File: config.mk
export PLATFORM = sky130hd
export DESIGN_NAME = filter_read_sequencer
export DESIGN_NICKNAME = d
export VERILOG_FILES = /design/src/rtl/filter_read_sequencer.sv
export SDC_FILE = /design/constraint.sdc
export NUM_CORES = 1
export LEC_CHECK = 0
export BUFFER_PORTS_ARGS = -buffer_cell sky130_fd_sc_hd__buf_2
export CAP_MARGIN = 25
export CORE_ASPECT_RATIO = 1.75
export CORE_MARGIN = 10
export CORE_UTILIZATION = 35
export CTS_CLUSTER_SIZE = 30
export DETAILED_ROUTE_END_ITERATION = 8
export PLACE_DENSITY = 0.62
export REMOVE_ABC_BUFFERS = 1
export SLEW_MARGIN = 20
export SYNTH_ARGS = -nofsm -noshare
export SYNTH_HDL_FRONTEND = slang
export SYNTH_SLANG_ARGS = --single-unit
File: constraint.sdc
create_clock -name clk_i -period 3 [get_ports clk_i]
set_input_delay 0.3 -clock clk_i [delete_from_list [all_inputs] [get_ports clk_i]]
set_output_delay 0.3 -clock clk_i [all_outputs]
set_load 0.01 [all_outputs]
File: src/rtl/filter_read_sequencer.sv
// -----------------------------------------------------------------------------
// filter_read_sequencer
//
// Walks the filter scratchpad for the convolution datapath. For every filter
// it issues filter_size read addresses, num_passes times over, to the PE read
// port through a valid/ready handshake. When a filter is complete it pulses
// next_filter_o so the start-address tracker advances. It then waits one
// settle cycle and resumes from the tracker's updated filter_start_addr_i.
//
// Ports
//   clk_i               clock, rising edge
//   rst_i               asynchronous active-high reset
//   start_i             begin a run (honoured only while idle)
//   filter_size_i       elements per filter, latched on accepted start
//   num_passes_i        reads of each filter, latched on accepted start
//   num_filters_i       filters per run, latched on accepted start
//   filter_start_addr_i start address of the current filter (from tracker)
//   rd_addr_o           filter_start_addr_i + element index (wraps)
//   rd_valid_o          rd_addr_o is valid
//   rd_ready_i          consumer accepts rd_addr_o
//   rd_last_o           last element of a pass (qualified by rd_valid_o)
//   next_filter_o       one-cycle pulse after each completed filter
//   busy_o              high whenever the sequencer is not idle
//   done_o              one-cycle pulse at the end of a run
// -----------------------------------------------------------------------------
module filter_read_sequencer #(
    parameter int ADDR_WIDTH      = 16,
    parameter int MAX_FILTER_SIZE = 4,
    parameter int PASS_WIDTH      = 8,
    parameter int FILT_WIDTH      = 8
) (
    input  logic                       clk_i,
    input  logic                       rst_i,
    input  logic                       start_i,
    input  logic [MAX_FILTER_SIZE-1:0] filter_size_i,
    input  logic [PASS_WIDTH-1:0]      num_passes_i,
    input  logic [FILT_WIDTH-1:0]      num_filters_i,
    input  logic [ADDR_WIDTH-1:0]      filter_start_addr_i,
    output logic [ADDR_WIDTH-1:0]      rd_addr_o,
    output logic                       rd_valid_o,
    input  logic                       rd_ready_i,
    output logic                       rd_last_o,
    output logic                       next_filter_o,
    output logic                       busy_o,
    output logic                       done_o
);

    typedef enum logic [2:0] {
        S_IDLE    = 3'd0,
        S_READ    = 3'd1,
        S_ADVANCE = 3'd2,
        S_SETTLE  = 3'd3,
        S_DONE    = 3'd4
    } state_t;

    state_t                     state_q;
    logic [MAX_FILTER_SIZE-1:0] size_q;
    logic [PASS_WIDTH-1:0]      passes_q;
    logic [FILT_WIDTH-1:0]      filters_q;
    logic [MAX_FILTER_SIZE-1:0] elem_cnt_q;
    logic [PASS_WIDTH-1:0]      pass_cnt_q;
    logic [FILT_WIDTH-1:0]      filt_cnt_q;
    logic                       rd_valid_q;
    logic                       rd_last_q;
    logic                       next_filter_q;
    logic                       busy_q;
    logic                       done_q;

    logic                       hs_s;
    logic                       elem_last_s;
    logic                       elem_next_last_s;
    logic                       pass_last_s;
    logic                       filt_last_s;
    logic                       any_zero_s;

    // Handshake and counter terminal-count decodes.
    always_comb begin
        hs_s             = rd_valid_q & rd_ready_i;
        elem_last_s      = (elem_cnt_q == (size_q - {{(MAX_FILTER_SIZE-1){1'b0}}, 1'b1}));
        // True when the element after the current one closes the pass; this
        // lets rd_last be registered alongside the advanced address.
        elem_next_last_s = ((elem_cnt_q + {{(MAX_FILTER_SIZE-1){1'b0}}, 1'b1})
                            == (size_q - {{(MAX_FILTER_SIZE-1){1'b0}}, 1'b1}));
        pass_last_s      = (pass_cnt_q == (passes_q - {{(PASS_WIDTH-1){1'b0}}, 1'b1}));
        filt_last_s      = (filt_cnt_q == (filters_q - {{(FILT_WIDTH-1){1'b0}}, 1'b1}));
        any_zero_s       = (filter_size_i == {MAX_FILTER_SIZE{1'b0}})
                         | (num_passes_i  == {PASS_WIDTH{1'b0}})
                         | (num_filters_i == {FILT_WIDTH{1'b0}});
    end

    // Address is combinational on the tracker input so a tracker update in
    // SETTLE is picked up without an extra register stage.
    assign rd_addr_o     = filter_start_addr_i + ADDR_WIDTH'(elem_cnt_q);
    assign rd_valid_o    = rd_valid_q;
    assign rd_last_o     = rd_last_q;
    assign next_filter_o = next_filter_q;
    assign busy_o        = busy_q;
    assign done_o        = done_q;

    // Sequencer FSM: state, counters, latched run parameters and registered outputs.
    always_ff @(posedge clk_i or posedge rst_i) begin
        if (rst_i) begin
            state_q       <= S_IDLE;
            size_q        <= {MAX_FILTER_SIZE{1'b0}};
            passes_q      <= {PASS_WIDTH{1'b0}};
            filters_q     <= {FILT_WIDTH{1'b0}};
            elem_cnt_q    <= {MAX_FILTER_SIZE{1'b0}};
            pass_cnt_q    <= {PASS_WIDTH{1'b0}};
            filt_cnt_q    <= {FILT_WIDTH{1'b0}};
            rd_valid_q    <= 1'b0;
            rd_last_q     <= 1'b0;
            next_filter_q <= 1'b0;
            busy_q        <= 1'b0;
            done_q        <= 1'b0;
        end else begin
            case (state_q)
                S_IDLE: begin
                    if (start_i) begin
                        size_q     <= filter_size_i;
                        passes_q   <= num_passes_i;
                        filters_q  <= num_filters_i;
                        elem_cnt_q <= {MAX_FILTER_SIZE{1'b0}};
                        pass_cnt_q <= {PASS_WIDTH{1'b0}};
                        filt_cnt_q <= {FILT_WIDTH{1'b0}};
                        busy_q     <= 1'b1;
                        if (any_zero_s) begin
                            state_q <= S_DONE;
                            done_q  <= 1'b1;
                        end else begin
                            state_q    <= S_READ;
                            rd_valid_q <= 1'b1;
                            rd_last_q  <= (filter_size_i == {{(MAX_FILTER_SIZE-1){1'b0}}, 1'b1});
                        end
                    end else begin
                        state_q <= S_IDLE;
                    end
                end
                S_READ: begin
                    if (hs_s) begin
                        if (elem_last_s) begin
                            elem_cnt_q <= {MAX_FILTER_SIZE{1'b0}};
                            if (pass_last_s) begin
                                pass_cnt_q    <= {PASS_WIDTH{1'b0}};
                                state_q       <= S_ADVANCE;
                                rd_valid_q    <= 1'b0;
                                rd_last_q     <= 1'b0;
                                next_filter_q <= 1'b1;
                            end else begin
                                // Next pass starts immediately: no bubble.
                                pass_cnt_q <= pass_cnt_q + {{(PASS_WIDTH-1){1'b0}}, 1'b1};
                                rd_last_q  <= (size_q == {{(MAX_FILTER_SIZE-1){1'b0}}, 1'b1});
                            end
                        end else begin
                            elem_cnt_q <= elem_cnt_q + {{(MAX_FILTER_SIZE-1){1'b0}}, 1'b1};
                            rd_last_q  <= elem_next_last_s;
                        end
                    end else begin
                        state_q <= S_READ;
                    end
                end
                S_ADVANCE: begin
                    next_filter_q <= 1'b0;
                    if (filt_last_s) begin
                        state_q <= S_DONE;
                        done_q  <= 1'b1;
                    end else begin
                        filt_cnt_q <= filt_cnt_q + {{(FILT_WIDTH-1){1'b0}}, 1'b1};
                        state_q    <= S_SETTLE;
                    end
                end
                S_SETTLE: begin
                    state_q    <= S_READ;
                    rd_valid_q <= 1'b1;
                    rd_last_q  <= (size_q == {{(MAX_FILTER_SIZE-1){1'b0}}, 1'b1});
                end
                S_DONE: begin
                    state_q <= S_IDLE;
                    done_q  <= 1'b0;
                    busy_q  <= 1'b0;
                end
                default: begin
                    state_q       <= S_IDLE;
                    rd_valid_q    <= 1'b0;
                    rd_last_q     <= 1'b0;
                    next_filter_q <= 1'b0;
                    busy_q        <= 1'b0;
                    done_q        <= 1'b0;
                end
            endcase
        end
    end

endmodule

==> results of run 1 <==
-- stage by stage --
step           power [W]  utilization, %  hold slack (ns)  instances
2_1_floorplan    0.00127               -            0.405        371
3_3_place_gp     0.00148            40.7            0.488        559
3_5_place_dp     0.00150            40.7            0.493        559
4_1_cts          0.00215            42.6            0.207        567
5_1_grt          0.00226            42.6            0.215        567
6_report         0.00214            42.6            0.129        567
-- layout by cell type, fill, tap and decap left out, types with 2 or more instances in the layout --
master     instances
a21o_1             4
a21oi_1           11
a221oi_1           3
a22o_1             2
a31oi_1            3
and2_1             2
and3_1             3
buf_2             60
buf_4              8
clkbuf_16          5
clkinv_2           2
dfrtp_1           48
ha_1              11
inv_1             20
nand2_1           71
nand2b_1           5
nand3_1           17
nand4_1            4
nor2_1            23
nor2b_1            3
nor3_1            12
nor3b_1            2
nor4_1             9
nor4b_1            2
o211ai_1           3
o21a_1             2
o21ai_0           27
o2bb2ai_1          2
o31ai_1            9
or2_2              3
or3_1              3
or4_1              2
xnor2_1           30
xor2_1            12
-- registers in the layout, indices dropped and copies added (netlist names), 3 cells and up --
signal,count
elem_cnt_q,4
filt_cnt_q,8
filters_q,8
pass_cnt_q,8
passes_q,8
size_q,4
state_q,3
-- cell type report --
| cell class | count | area (um^2) | share of cell area [%] |
|---|---|---|---|
| well taps | 120 | 150 | 3.92 |
| flip-flops and latches | 48 | 1200 | 31.4 |
| repair buffers | 68 | 360 | 9.42 |
| inverters | 21 | 80.1 | 2.09 |
| clock buffers | 5 | 125 | 3.27 |
| clock inverters | 3 | 42.5 | 1.11 |
| multi-input cells | 302 | 1870 | 48.8 |
-- cells in the mapped netlist (all sizes together), types with 3 or more instances --
cell type,n
nand2b,6
nor4b,3
a221oi,3
dfrtp,48
or4,3
xor2,12
or2,3
clkbuf,12
a21o,4
nor3,12
xnor2,30
ha,11
nor2,24
nand3,17
nor4,9
nand4,4
and3,3
nor2b,3
o31ai,9
o211ai,3
nand2,71
inv,21
a21oi,11
a31oi,3
or3,3
o21ai,28
-- worst register-to-register path: cells and delay by family (launching register included) --
kind             cells  cell delay (ns)
AO/OA/AOI/OAI        3             0.77
AND/OR/NAND/NOR      4             1.54
flip-flops           1             0.38
-- routing by layer --
metal,vias up,track usage (%)
li1,1463,-
met1,1443,11.7
met5,-,0
met3,19,3.34
met2,75,25.9
met4,0,6.36
-- path summary, 6_finish.rpt --
path / end / from / slack [ns]
worst max register to register: rd_last_o / passes_q[2] / 0.20
worst min-delay path: filt_cnt_q[1] / rst_i / 0.13
max in group asynchronous: size_q[3] / rst_i / 2.35
worst max-delay path: rd_last_o / passes_q[2] / 0.20
min in group clk_i: filters_q[3] / num_filters_i[3] / 0.20
worst min register to register: filters_q[7] / filters_q[7] / 0.51
-- logic make-up (layout without fill, tap and decap cells) --
logic type,Yosys count,in the layout,share of synthesized area (%)
mux,2,2,0.664
flops,48,48,37.5
simple gates,168,168,25.2
xor+xnor,42,42,11.5
fa+ha+maj,12,12,4.92
buf+inv,35,97,4.37
compound gates,78,78,15.9
-- report_power, final --
part | leakage, nW | switching [W] | total, W | internal, W
logic | 1.09 | 0.000335 | 0.000642 | 0.000307
clock network | 0.0798 | 0.000260 | 0.000652 | 0.000392
registers | 0.564 | 0.000120 | 0.000842 | 0.000722
total | 1.74 | 0.000716 | 0.00214 | 0.00142
==> metrics, run 1 <==
WL met2=between 5 and 6 mm; CTS clock-pin slew for the worst setup and hold paths=approximately 0.070 ns; Worst Reg-to-Reg Cells=7; drt via density=5.29; first-pass GRT wire length=14.7 mm; minimum clock period=2.80 ns; root buf cell=clkbuf_16; worst skew pair latency=about 0.30 ns; met1 wire length=3.07 mm; overall global routing resource usage=approximately an eighth; Nets=498; PnR worst setup slack=0.199 ns; DP Wirelength=7.05 mm; Worst path top cell family by delay=simple AND/OR/NAND/NOR gates; critical path arrival=2.99 ns; CTS resizes=0; Post-synth EDFFs=0; clk buf depth=2; vias in the first global route=3162; Slew @ Worst Pin=0.844 ns; layout cells sized above 1=19.7%; Yosys cell types=53; Die ar.=13500 um^2; highest metal used=met4; Inserted Clock Buffers=5; critical path, cell by cell=or4_4 -> or4_1 -> a2111oi_0 -> nor4b_2 -> nand2b_2 -> o31ai_1 -> a32o_1; Layout Area Growth over Synthesis=19.5%; Total Wirelength=8.85 mm; CP Depth=7; CTS tree=done; share of Yosys cell area claimed by the top area cell type=37.5%; synthesized flop and latch total=48; IO buf count=60; crit path capture type=flop; Max-Cap Viols=0; Post-CTS Hold Buffers=0; count of final max-slew check failures=0; total gr overflow=0; WL/cell=15.6 um; vias=3000; CP required=3.19 ns; metal3 WL=451 um; Power Density=558 nW/um^2; Placement Setup Slack=between 0.1 and 0.15 ns; critical path class=flop to flop; Synth area leaders=dfrtp_1 38%, nand2_1 8.3%, xnor2_1 8.2%; maximum clock rate=approximately 360 MHz; period utilisation layout=93.4%; Post-Syn Area=3200 um^2; sequential-to-total area share from yosys stat=37.5%; H-Tree Depth=2; Synth Area per Inst=between 8 and 9 um^2; residual DRC count=0; DR pass1 iterations=4; Synth async-reset ratio=100%; CP max FO=10; CP Buf/Inv Count=0; IO Pins=61; ANT nets after route=0; clock sink total=48; Min-Delay Path Class=input port to asynchronous set/reset pin; n_diodes=0; Syn Inst Count=between 300 and 400; status=finished, final reports clean; Yosys top cell by area=dfrtp_1; peak supply drop=between 0.2 and 0.3 mV; Placement Rows=46; total number of yosys warnings=0; CP max-delay cell=or4_4; post-layout instance area=between 3000 and 4000 um^2; Initial Utilization=35.7%; Final Hold Viols=0; core area=8980 um^2; fillers=between 900 and 1000; Post-CTS Repair Setup Buffers=0; delay of the slowest cell on the worst path=roughly 0.54 ns; final setup fails=0; relative slew slack=43.7%; Die H=147 um; static leakage=1.74 nW; pin count of the biggest net entering global routing=49; clock tree skew after final layout=0.00809 ns; initial antenna violation count=0; Main synth FF type=dfrtp_1; Iter 0 DRT Violations=approximately 120; gpl congestion=0.836; DP Area=between 3000 and 4000 um^2; Critical Path Source Type=flop; Die Wd=92.3 um; Setup TNS=0 ns
(Power assumes the default switching activity.)
==> inputs of run 2 (changes only) <==
--- a/config.mk
+++ b/config.mk
@@ -5,6 +5,7 @@
 export SDC_FILE = /design/constraint.sdc
 export NUM_CORES = 1
 export LEC_CHECK = 0
+export ABC_AREA = 1
 export BUFFER_PORTS_ARGS = -buffer_cell sky130_fd_sc_hd__buf_2
 export CAP_MARGIN = 25
 export CORE_ASPECT_RATIO = 1.75
@@ -12,7 +13,7 @@
 export CORE_UTILIZATION = 35
 export CTS_CLUSTER_SIZE = 30
 export DETAILED_ROUTE_END_ITERATION = 8
-export PLACE_DENSITY = 0.62
+export PLACE_DENSITY = 0.61
 export REMOVE_ABC_BUFFERS = 1
 export SLEW_MARGIN = 20
 export SYNTH_ARGS = -nofsm -noshare
==> metrics, run 2 <==
vias in the first global route=3499 (was 3162); final setup fails=0 (unchanged); critical path class=flop to output pin (was flop to flop); WL/cell=12.9 um (was 15.6 um); clock tree skew after final layout=0.00498 ns (was 0.00809 ns); commonest non-fill, non-tap cell in the layout=nand2_1 (unchanged); crit path capture type=output pin (was flop); Setup TNS=0 ns (unchanged); residual DRC count=0 (unchanged); core area=10200 um^2 (was 8980 um^2); Post-CTS Hold Buffers=0 (unchanged); Iter 0 DRT Violations=88 (was 115); Synth Area per Inst=6.87 um^2 (was 8.32 um^2); worst skew pair latency=0.29 ns (was 0.30 ns); total power draw=0.00361 W (was 0.00214 W); n_diodes=0 (unchanged); fillers=1089 (was 958); CP max FO=7 (was 10); total gr overflow=0 (unchanged); Slew @ Worst Pin=0.641 ns (was 0.844 ns); Yosys top cell by area=dfrtp_1 (unchanged); Inserted Clock Buffers=5 (unchanged); clk buf depth=2 (unchanged); Final Hold Viols=0 (unchanged); top post-synthesis cells by count=164 x nand2_1, 59 x nand3_1, 57 x inv_1 (was 71 x nand2_1, 48 x dfrtp_1, 30 x xnor2_1); period utilisation layout=92.2% (was 93.4%); total number of yosys warnings=0 (unchanged); Worst path top cell family by delay=adder cells (was simple AND/OR/NAND/NOR gates); first-pass GRT wire length=15.6 mm (was 14.7 mm); CTS tree=done (unchanged); Initial Utilization=35.7% (about the same); DR pass1 iterations=4 (unchanged); ANT nets after route=0 (unchanged); Post-synth EDFFs=0 (unchanged); CP required=2.70 ns (was 3.19 ns); delay of the slowest cell on the worst path=0.44 ns (was 0.54 ns); root buf cell=clkbuf_16 (unchanged); CTS clock-pin slew for the worst setup and hold paths=0.06 ns (was 0.07 ns); DP Wirelength=7.65 mm (was 7.05 mm); DP Area=4120 um^2 (was 3650 um^2); Min-Delay Path Class=input port to asynchronous set/reset pin (unchanged); Layout Area Growth over Synthesis=16.1% (was 19.5%); dominant cell by count in the synthesized netlist=nand2_1 (unchanged); vias=3516 (was 3000); Synth area leaders=dfrtp_1 33%, nand2_1 17%, nand3_1 8.1% (was dfrtp_1 38%, nand2_1 8.3%, xnor2_1 8.2%); Synth async-reset ratio=100% (unchanged); minimum clock period=2.77 ns (was 2.80 ns); drt via density=4.88 (was 5.29); Die Wd=97.3 um (was 92.3 um); CP Launch Point=elem_cnt_q[0] (was passes_q[2]); most numerous cell on the critical path=inv_1; share of Yosys cell area claimed by the top area cell type=32.8% (was 37.5%); sequential-to-total area share from yosys stat=32.8% (was 37.5%); Placement Rows=49 (was 46); Total Wirelength=9.28 mm (was 8.85 mm); IO Pins=61 (unchanged); Die ar.=15100 um^2 (was 13500 um^2); Post-Syn Area=3660 um^2 (was 3200 um^2); peak supply drop=0.348 mV (was 0.270 mV); Yosys cell types=41 (was 53); Power Density=850 nW/um^2 (was 558 nW/um^2); count of final max-slew check failures=0 (unchanged); critical path arrival=2.47 ns (was 2.99 ns); IO buf count=60 (unchanged); Syn Inst Count=533 (was 385); RSZ-0062 raised after global routing=false; Crit Reg-Reg Startpoint=passes_q[0] (was passes_q[2]); pin count of the biggest net entering global routing=35 (was 49); CP Buf/Inv Count=3 (was 0); relative slew slack=57.2% (was 43.7%); highest-count cells in the layout ignoring fill and taps=164 x nand2_1, 60 x buf_2, 59 x nand3_1, 56 x inv_1, 51 x nor2_1 (was 71 x nand2_1, 60 x buf_2, 48 x dfrtp_1, 30 x xnor2_1, 27 x o21ai_0); initial antenna violation count=0 (unchanged); CP max-delay cell=dfrtp_1 (was or4_4); static leakage=2.25 nW (was 1.74 nW); synthesized flop and latch total=48 (unchanged); post-layout instance area=4250 um^2 (was 3830 um^2); Nets=648 (was 498); Die H=155 um (was 147 um); gpl congestion=0.908 (was 0.836); Main synth FF type=dfrtp_1 (unchanged); Critical Path Source Type=flop (unchanged); clock sink total=48 (unchanged); H-Tree Depth=2 (unchanged); overall global routing resource usage=12.3% (was 13.2%); layout cells sized above 1=18.4% (was 19.7%); maximum clock rate=361 MHz (was 357 MHz); critical path, cell by cell=ha_1 -> inv_1 -> fa_1 -> inv_1 -> a31oi_1 -> nor3b_2 -> nand3_1 -> nor2_1 -> xor2_1 -> buf_2 (was or4_4 -> or4_1 -> a2111oi_0 -> nor4b_2 -> nand2b_2 -> o31ai_1 -> a32o_1); Max-Cap Viols=0 (unchanged); status=finished, final reports clean (unchanged)
-- run 2: cell types whose count changed after synthesis, moves of 9 or more --
cell	change
inv_2	+12
xnor2_1	-20
nor3_1	-9
nor2_1	+27
xor2_1	+13
nand2_1	+93
inv_1	+36
o31ai_1	-9
nand3_1	+42
nor4_1	-9
-- run 2: layer usage --
metal / global-route usage, % / up-vias / share of wire [%]
met1: 11.6 / 1621 / 38
met3: 2.26 / 17 / 3.3
met4: 5.84 / 0 / 3.2
li1: - / 1812 / -
met5: 0 / - / 0
met2: 24.3 / 66 / 55
-- run 2: cells by family after synthesis --
logic type	synth area share, %
AO/OA/AOI/OAI	6.46
XOR/XNOR	8.82
adder cells (fa/ha/maj)	4.31
buffers and inverters	8.38
flip-flops	32.8
AND/OR/NAND/NOR	39.2
-- run 2: cell type report --
| cell class | count | area, um^2 | share of cell area [%] |
|---|---|---|---|
| Clock buffer | 5 | 125 | 2.94 |
| Multi-Input combinational cell | 407 | 2150 | 50.6 |
| Sequential cell | 48 | 1200 | 28.3 |
| Timing Repair Buffer | 64 | 350 | 8.24 |
| Inverter | 70 | 263 | 6.18 |
| Tap cell | 127 | 159 | 3.74 |
-- run 2: worst paths after layout --
| check | endpoint | depth (start not counted) | slack (ns) |
|---|---|---|---|
| min in group clk_i | filters_q[1] | 3 | 0.23 |
| hold / removal | filters_q[5] | 2 | 0.09 |
| hold reg to reg | next_filter_o | 2 | 0.48 |
| setup / recovery | rd_addr_o[12] | 10 | 0.23 |
| setup reg to reg | rd_valid_o | 14 | 0.99 |
| max in group asynchronous | state_q[1] | 3 | 2.37 |
-- run 2: what timing repair did --
action                                 in CTS  in global routing
endpoints found under the hold margin       0                  0
gates resized for setup                     0                  0
setup buffers                               0                  1
setup endpoints to repair                   0                  2
-- run 2: power by group --
part	total, W	leakage, nW	switching (W)	internal [W]
combinational	0.00201	1.57	0.00129	0.000721
sequential	0.00108	0.624	0.000218	0.000864
clock	0.000523	0.0616	0.000228	0.000295
-- run 2: stage by stage --
| step | hold slack [ns] | cells | utilization [%] | worst slack (ns) |
|---|---|---|---|---|
| final | 0.0947 | 721 | 41.5 | 0.233 |
| after CTS | 0.117 | 720 | 41.4 | 0.184 |
| after global routing | 0.158 | 721 | 41.5 | 0.0145 |
| after global placement | 0.467 | 714 | 39.9 | 0.557 |
| after floorplan | 0.417 | 525 | - | 0.744 |
| after detailed placement | 0.428 | 715 | 40.2 | 0.500 |
